$ cat src/rtl/init_reset_sequencer.sv
// -----------------------------------------------------------------------------
// init_reset_sequencer
//
// Power-up / recovery reset sequencer. Waits until the device-init and PLL-lock
// qualifiers have been high together for FILTER_CYCLES consecutive cycles, then
// releases NUM_CH active-low resets one at a time, STAGGER_CYCLES apart. A
// software request re-pulses all resets for HOLD_CYCLES and re-runs the
// staggered release without repeating the filter. Losing either qualifier after
// the filter has passed drops every reset and restarts from WAIT. Staying in
// WAIT for TIMEOUT_CYCLES latches a fault that only RESET clears.
//
// Ports
//   CLK              in   fabric clock, rising edge
//   RESET            in   synchronous active-high reset
//   DEVICE_INIT_DONE in   device-init-complete qualifier
//   PLL_LOCK         in   PLL lock qualifier
//   SW_RESET_REQ     in   single-cycle software reset request (honoured in RUN)
//   RESET_N_OUT      out  [NUM_CH-1:0] active-low channel resets, bit k freed k-th
//   ALL_RELEASED     out  high while in RUN
//   FAULT            out  sticky timeout flag
//   LED              out  status: off WAIT/HOLD, on RELEASE/RUN, blinks in FAULT
//   STATE            out  [2:0] WAIT=0 RELEASE=1 RUN=2 HOLD=3 FAULT=4
// All outputs come straight from flops.
// -----------------------------------------------------------------------------
module init_reset_sequencer #(
  parameter int unsigned NUM_CH         = 4,
  parameter int unsigned FILTER_CYCLES  = 16,
  parameter int unsigned STAGGER_CYCLES = 8,
  parameter int unsigned HOLD_CYCLES    = 32,
  parameter int unsigned TIMEOUT_CYCLES = 1000000,
  parameter int unsigned BLINK_DIV      = 25000000
) (
  input  logic              CLK,
  input  logic              RESET,
  input  logic              DEVICE_INIT_DONE,
  input  logic              PLL_LOCK,
  input  logic              SW_RESET_REQ,
  output logic [NUM_CH-1:0] RESET_N_OUT,
  output logic              ALL_RELEASED,
  output logic              FAULT,
  output logic              LED,
  output logic [2:0]        STATE
);

  localparam int CH_W = (NUM_CH > 1) ? $clog2(NUM_CH) : 1;

  localparam logic [15:0] FILTER_MAX  = 16'(FILTER_CYCLES);
  localparam logic [15:0] STAGGER_TC  = 16'(STAGGER_CYCLES - 1);
  localparam logic [15:0] HOLD_TC     = 16'(HOLD_CYCLES - 1);
  localparam logic [31:0] TIMEOUT_MAX = 32'(TIMEOUT_CYCLES);
  localparam logic [31:0] BLINK_TC    = 32'(BLINK_DIV - 1);
  localparam logic [CH_W-1:0] LAST_CH = CH_W'(NUM_CH - 1);

  typedef enum logic [2:0] {
    S_WAIT    = 3'd0,
    S_RELEASE = 3'd1,
    S_RUN     = 3'd2,
    S_HOLD    = 3'd3,
    S_FAULT   = 3'd4
  } state_t;

  state_t            state_reg, state_next;
  logic [15:0]       filter_reg, filter_next;
  logic [31:0]       timeout_reg, timeout_next;
  logic [15:0]       stagger_reg, stagger_next;
  logic [CH_W-1:0]   ch_idx_reg, ch_idx_next;
  logic [15:0]       hold_reg, hold_next;
  logic [31:0]       blink_reg, blink_next;
  logic [NUM_CH-1:0] rst_n_reg, rst_n_next;
  logic              all_rel_reg, all_rel_next;
  logic              fault_reg, fault_next;
  logic              led_reg, led_next;

  logic              qual_ok;
  logic              stagger_tc;
  logic [NUM_CH-1:0] chan_set;

  assign qual_ok    = DEVICE_INIT_DONE & PLL_LOCK;
  assign stagger_tc = (stagger_reg == STAGGER_TC);

  // One-hot strobe for the channel whose stagger slot ends this cycle.
  genvar gi;
  generate
    for (gi = 0; gi < NUM_CH; gi++) begin : g_chan_set
      assign chan_set[gi] = (state_reg == S_RELEASE) && stagger_tc &&
                            (ch_idx_reg == CH_W'(gi));
    end
  endgenerate

  // Defaults describe WAIT with everything cleared; each state overrides only
  // what it keeps. Qualifier loss is tested before any other event in the
  // post-filter states so it always wins.
  always_comb begin
    state_next   = state_reg;
    filter_next  = '0;
    timeout_next = '0;
    stagger_next = '0;
    ch_idx_next  = '0;
    hold_next    = '0;
    blink_next   = '0;
    rst_n_next   = '0;
    all_rel_next = 1'b0;
    fault_next   = 1'b0;
    led_next     = 1'b0;

    case (state_reg)
      S_WAIT: begin
        if (timeout_reg != 32'hFFFF_FFFF) timeout_next = timeout_reg + 32'd1;
        else                               timeout_next = timeout_reg;
        if (qual_ok) begin
          if (filter_reg != FILTER_MAX) filter_next = filter_reg + 16'd1;
          else                          filter_next = filter_reg;
        end
        if (qual_ok && (filter_reg == FILTER_MAX)) begin
          state_next   = S_RELEASE;
          filter_next  = '0;
          timeout_next = '0;
          led_next     = 1'b1;
        end else if (timeout_reg == TIMEOUT_MAX) begin
          state_next   = S_FAULT;
          filter_next  = '0;
          timeout_next = '0;
          fault_next   = 1'b1;
          led_next     = 1'b1;
        end
      end

      S_RELEASE: begin
        if (!qual_ok) begin
          state_next = S_WAIT;
        end else begin
          led_next   = 1'b1;
          rst_n_next = rst_n_reg | chan_set;
          if (stagger_tc) begin
            stagger_next = '0;
            if (ch_idx_reg == LAST_CH) begin
              state_next   = S_RUN;
              all_rel_next = 1'b1;
            end else begin
              ch_idx_next = ch_idx_reg + CH_W'(1);
            end
          end else begin
            stagger_next = stagger_reg + 16'd1;
            ch_idx_next  = ch_idx_reg;
          end
        end
      end

      S_RUN: begin
        if (!qual_ok) begin
          state_next = S_WAIT;
        end else if (SW_RESET_REQ) begin
          state_next = S_HOLD;
        end else begin
          rst_n_next   = '1;
          all_rel_next = 1'b1;
          led_next     = 1'b1;
        end
      end

      S_HOLD: begin
        if (!qual_ok) begin
          state_next = S_WAIT;
        end else if (hold_reg == HOLD_TC) begin
          // Filter already proven; go straight to the staggered release.
          state_next = S_RELEASE;
          led_next   = 1'b1;
        end else begin
          hold_next = hold_reg + 16'd1;
        end
      end

      S_FAULT: begin
        fault_next = 1'b1;
        if (blink_reg == BLINK_TC) begin
          blink_next = '0;
          led_next   = ~led_reg;
        end else begin
          blink_next = blink_reg + 32'd1;
          led_next   = led_reg;
        end
      end

      default: begin
        state_next = S_WAIT;
      end
    endcase
  end

  always_ff @(posedge CLK) begin
    if (RESET) begin
      state_reg   <= S_WAIT;
      filter_reg  <= '0;
      timeout_reg <= '0;
      stagger_reg <= '0;
      ch_idx_reg  <= '0;
      hold_reg    <= '0;
      blink_reg   <= '0;
      rst_n_reg   <= '0;
      all_rel_reg <= 1'b0;
      fault_reg   <= 1'b0;
      led_reg     <= 1'b0;
    end else begin
      state_reg   <= state_next;
      filter_reg  <= filter_next;
      timeout_reg <= timeout_next;
      stagger_reg <= stagger_next;
      ch_idx_reg  <= ch_idx_next;
      hold_reg    <= hold_next;
      blink_reg   <= blink_next;
      rst_n_reg   <= rst_n_next;
      all_rel_reg <= all_rel_next;
      fault_reg   <= fault_next;
      led_reg     <= led_next;
    end
  end

  assign RESET_N_OUT  = rst_n_reg;
  assign ALL_RELEASED = all_rel_reg;
  assign FAULT        = fault_reg;
  assign LED          = led_reg;
  assign STATE        = state_reg;

endmodule

$ cat config.mk
export PLATFORM = sky130hd
export DESIGN_NAME = init_reset_sequencer
export DESIGN_NICKNAME = d
export VERILOG_FILES = /design/src/rtl/init_reset_sequencer.sv
export SDC_FILE = /design/constraint.sdc
export NUM_CORES = 1
export LEC_CHECK = 0
export ABC_AREA = 0
export CAP_MARGIN = 20
export CORE_UTILIZATION = 63
export CTS_BUF_LIST = sky130_fd_sc_hd__clkbuf_8
export DETAILED_ROUTE_END_ITERATION = 16
export GPL_TIMING_DRIVEN = 0
export PLACE_DENSITY = 0.81
export SYNTH_ARGS = -nofsm -noshare
export SYNTH_HDL_FRONTEND = slang
export SYNTH_SLANG_ARGS = --single-unit
$ cat constraint.sdc
create_clock -name CLK -period 3 [get_ports CLK]
set_input_delay 0.9 -clock CLK [delete_from_list [all_inputs] [get_ports CLK]]
set_output_delay 0.9 -clock CLK [all_outputs]
set_load 0.05 [all_outputs]
Yosys cells after proc, flatten, opt, wreduce, memory -nomap -nowiden
Index checks and enable logic that the tools add are counted.
{ "op_classes": {"addsub": 6, "n_mul": 0, "div": 0, "magnitude_cmp": 0, "eq_ne": 20, "n_shift": 0, "mux": 30, "bitwise_logic": 8, "n_reduce_logical": 15} }
{ "op_table": {"columns": ["operator", "count"], "rows": [
  ["$add A32 B1 Y32 const B", 2],
  ["$add A16 B1 Y16 const B", 3],
  ["$eq A16 B5 Y1 const B", 2],
  ["$eq A32 B20 Y1 const B", 1],
  ["$eq A32 B25 Y1 const B", 1],
  ["$ne A32 B32 Y1 const B", 1],
  ["$mux W3", 9],
  ["$eq A16 B3 Y1 const B", 1],
  ["$ne A16 B5 Y1 const B", 1],
  ["$pmux W3 S5", 1],
  ["$mux W1", 12],
  ["$mux W4", 3],
  ["$ne A3 B3 Y1 const B", 4],
  ["$reduce_or A4 Y1", 3],
  ["$pmux W4 S2", 1],
  ["$eq A3 B2 Y1 const B", 2],
  ["$logic_and A1 B1 Y1", 6],
  ["$not A1 Y1", 6],
  ["$reduce_and A6 Y1", 1],
  ["$reduce_or A3 Y1", 2],
  ["$pmux W1 S5", 1],
  ["$reduce_or A5 Y1", 1],
  ["$eq A2 B2 Y1 const B", 2],
  ["$or A4 B4 Y4", 1],
  ["other kinds (11)", 12]
]} }
{ "totals": {"ff_bits": 124, "latchBits": 0, "ram_bits": 0, "rom_bits": 0, "wordCells": 90, "memories": 0} }

Logic depth before layout (Yosys ltp)
{ "depth": {"ltp_word": 6, "depth_mapped": 8, "depth_no_buf": 7} }

Worst setup path after synthesis
Ideal clock, no wire load.
{ "synth_path": {"path_type": "flip-flop to flip-flop", "start": "reg timeout_reg[3]", "end": "reg timeout_reg[27]", "setup_ns": 0.070, "arrival_time_ns": 2.158, "required_time_ns": 2.930, "setup_slack_ns": 0.772, "path_stages_with_launch": 8, "cell_sequence": "dfxtp_1 nand4_2 or3_1 buf_2 or3_4 buf_6 or4_1 a21oi_1"} }
{ "synth_between": {"elab_chain_len": 2} }
{ "synth_rtl": {"columns": ["item", "line", "source"], "rows": [
  ["from (decl)", "64", "logic [31:0] timeout_reg, timeout_next;"],
  ["from (signal assigned)", "206", "timeout_reg <= timeout_next;"],
  ["parallel branches: the longest is 2 deep, another holds $add A32 B1 Y32", null, null]
]} }
Several ways; the timed one is not identified.
A chain may end at the register's enable or synchronous reset.

Final worst setup path
{ "layout_path": {"start": "in RESET", "end": "reg timeout_reg[12]"} }
{ "layout_between": {"elab_chain_len": 1} }
{ "layout_rtl": {"columns": ["item", "line", "source"], "rows": [
  ["from (decl)", "34", "input logic RESET,"],
  ["$reduce_or A4 Y1 (no source line)", null, null]
]} }
Every way passes these cells.

==> impl_metrics.toml <==
[outcome]
status = "finished with violations"
violations = "design-rule violations"

[synthesis]
synth_top_area_share_pct = 42.4
yosys_register_bits = 124
ys.flop_type = "dfxtp_1"
yosys-top-cells-area = "dfxtp_1, xnor2_1, nor2_1"
synth_area_um2 = 5860
yosysTopAreaCell = "dfxtp_1"
synth.cells.most_frequent = "dfxtp_1, nor2_1, xnor2_1"
yosysSeqAreaShare_pct = 42.4
yosysUniqueCellTypes = 52
synth_fp_nets = 713
synth-edff-count = 0
synth_area_per_cell_um2 = 8.41
synth.most_common_cell = "dfxtp_1"
synthArstFlopShare_pct = 0
yosysWarnings = 0
syn_inst = 697

[power_and_ir_drop]
power.density_nw_per_um2 = 502
p_switching_uw = 693
p_int_mw = 2.60
seqPwrFrac_pct = 50.2
power_frac_clock_pct = 48.3
irDropWorstVdd_mv = 0.369
p_sw_share_pct = 21.0
combPwrFrac_pct = 1.5
p_leak_nw = 1.93

[clocking]
cts_buffer_depth = 2
cts_resized = 0
cts-root-buf = "clkbuf_8"
clock_sinks = 124
cts_hold_buf = 0
clk_pin_slew_ns = 0.07
clock_latency_ns = 0.44
cts_setup_buffers = 0
htreeDepth = 4
numCtsBuffers = 17
cts_tree = "yes"

[floorplanning]
die_h_um = 98.5
start_util_pct = 66.2
core_um2 = 8850
io_pins = 15
fp.dieW_um = 98.5
die_area_um2 = 9690
core.rowCount = 34

[setup_path]
reg2reg_slack_ns = 0.30
crit_required_ns = 3.30
arrival_ns = 3.02
path_class = "input port to flip-flop"
worstReg2RegEnd = "timeout_reg[12]$_SDFFE_PP0P_"
r2r-start = "timeout_reg[0]$_SDFFE_PP0P_"
cp_max_fo = 10
r2r_cells = 8
cp-end-kind = "flip-flop"
startpoint_type = "input port"

[timing]
relSlewSlack_pct = 40.5
tightest_slew_ns = 0.886
holdWs_ns = 0.451
setup-violations-final = 0
fmax_mhz = 368
hold_viol_final = 0
rsz0062_at_grt = "no"
skew_ns = 0.0138
fin_crit_sh_pct = 90.6
fin_crit_ns = 2.72
finalMaxSlewViolations = 0
setup_tns_ns = 0

[detailed_routing]
via_count = 5094
drt_wl_total_um = 12200
first_iter_violations = 333
post_drt_via_cell_ratio = 5.99
drc = 1
wl_per_cell_um = 14.3
firstDrtPassIters = 11
antenna_left = 0

[min_path]
hold_path_class = "flip-flop to flip-flop"
worstHoldStart = "blink_reg[0]$_SDFF_PP0_"
holdPathStages = 1
min_to = "blink_reg[0]$_SDFF_PP0_"

[finish]
stdcell_area_um2 = 6570
area_growth_pct = 12.1
fin_nets = 746
n_fill_cell = 663
final_cell_count_no_fill = 850
diodes = 0
drive_gt1_share_pct = 6.47

[grt]
antenna_found_initial = 0
grt_max_degree = 17
grt_overflow = 0
track_usage_pct = 27.0
grt_pass1_vias = 4826
grt_pass1_wl_um = 21400

[place]
hpwl_um = 8540
post_dp_cell_area_um2 = 6140
dp_cells = 819
io_buffer_count = 14
gp_congestion = 0.849

[run]
timing.max_cap.violations = 0
-- per-layer routing --
layer / vias to the layer above / share of wire, % / GRT usage, %
met5: - / 0 / 0
met4: 0 / 1.9 / 10.7
met3: 30 / 4.1 / 6.52
met2: 118 / 48 / 45.6
met1: 2393 / 46 / 33.4
li1: 2553 / - / -
-- worst max-delay path: stages --
cell and delay [ns]:
clkdlybuf4s50_1 0.52, clkbuf_1 0.38, nor4_1 0.13, o221ai_1 0.11, clkbuf_1 0.46, clkbuf_1 0.42
nor2_1 0.10
-- final cells by class --
type / count / area [um2] / share of cell area (%)
Multi-Input combinational cell: 522 / 3180 / 48.4
Sequential cell: 124 / 2480 / 37.8
Clock buffer: 19 / 262 / 3.98
Clock inverter: 12 / 170 / 2.59
Timing Repair Buffer: 14 / 140 / 2.13
Tap cell: 108 / 135 / 2.06
Buffer: 26 / 106 / 1.62
Inverter: 25 / 93.8 / 1.43
-- power groups by stage --
stage | registers, mW | clock network (mW) | logic [mW]
finish | 1.65 | 1.59 | 0.0494
global route | 1.65 | 1.69 | 0.0536
floorplan | 1.69 | 0 | 0.0294
CTS | 1.65 | 1.61 | 0.0493
detailed placement | 1.69 | 0 | 0.0491
global placement | 1.69 | 0 | 0.0462
-- logic make-up after synthesis --
family | share of synthesized area [%]
xor+xnor | 12.1
fa+ha+maj | 2.35
compound gates | 7.71
mux | 0.512
flops | 42.4
simple gates | 31.6
buf+inv | 3.42
-- cell usage in the layout (no fill, tap or decap), drive strengths merged, types with 8 or more instances in the layout --
master / netlist / routed
o21ai: 8 / 8
xor2: 24 / 24
and3: 13 / 13
clkdlybuf4s50: 0 / 14
xnor2: 57 / 57
nor3: 26 / 26
or3: 13 / 13
nor2: 117 / 117
nor4: 33 / 33
nand4: 27 / 27
and4: 11 / 11
inv: 25 / 25
dfxtp: 124 / 124
clkbuf: 24 / 43
ha: 11 / 11
nand3: 42 / 42
a21oi: 25 / 25
nand2: 41 / 41
or4: 10 / 10
o31ai: 10 / 10
-- metrics by stage --
stage | utilization, % | setup slack, ns | power, mW
after detailed placement | 69.3 | -0.115 | 1.74
after CTS | 74.2 | 0.327 | 3.32
final | 74.2 | 0.281 | 3.30
after floorplan | - | 0.772 | 1.72
after global routing | 74.2 | 0.00245 | 3.40
after global placement | 69.3 | -0.111 | 1.74
-- how the worst max path moves through the flow --
stage | slack, ns | start | cells past startpoint | end
floorplan | 0.77 | timeout_reg[3]$_SDFFE_PP0P_ | 7 | timeout_reg[27]$_SDFFE_PP0P_
global placement | -0.11 | RESET | 7 | timeout_reg[4]$_SDFFE_PP0P_
detailed placement | -0.11 | RESET | 7 | timeout_reg[22]$_SDFFE_PP0P_
CTS | 0.33 | timeout_reg[0]$_SDFFE_PP0P_ | 8 | timeout_reg[12]$_SDFFE_PP0P_
global route | 0.002 | timeout_reg[1]$_SDFFE_PP0P_ | 7 | timeout_reg[9]$_SDFFE_PP0P_
finish | 0.28 | RESET | 7 | timeout_reg[12]$_SDFFE_PP0P_
No activity file was read; power rests on OpenSTA's default activity.
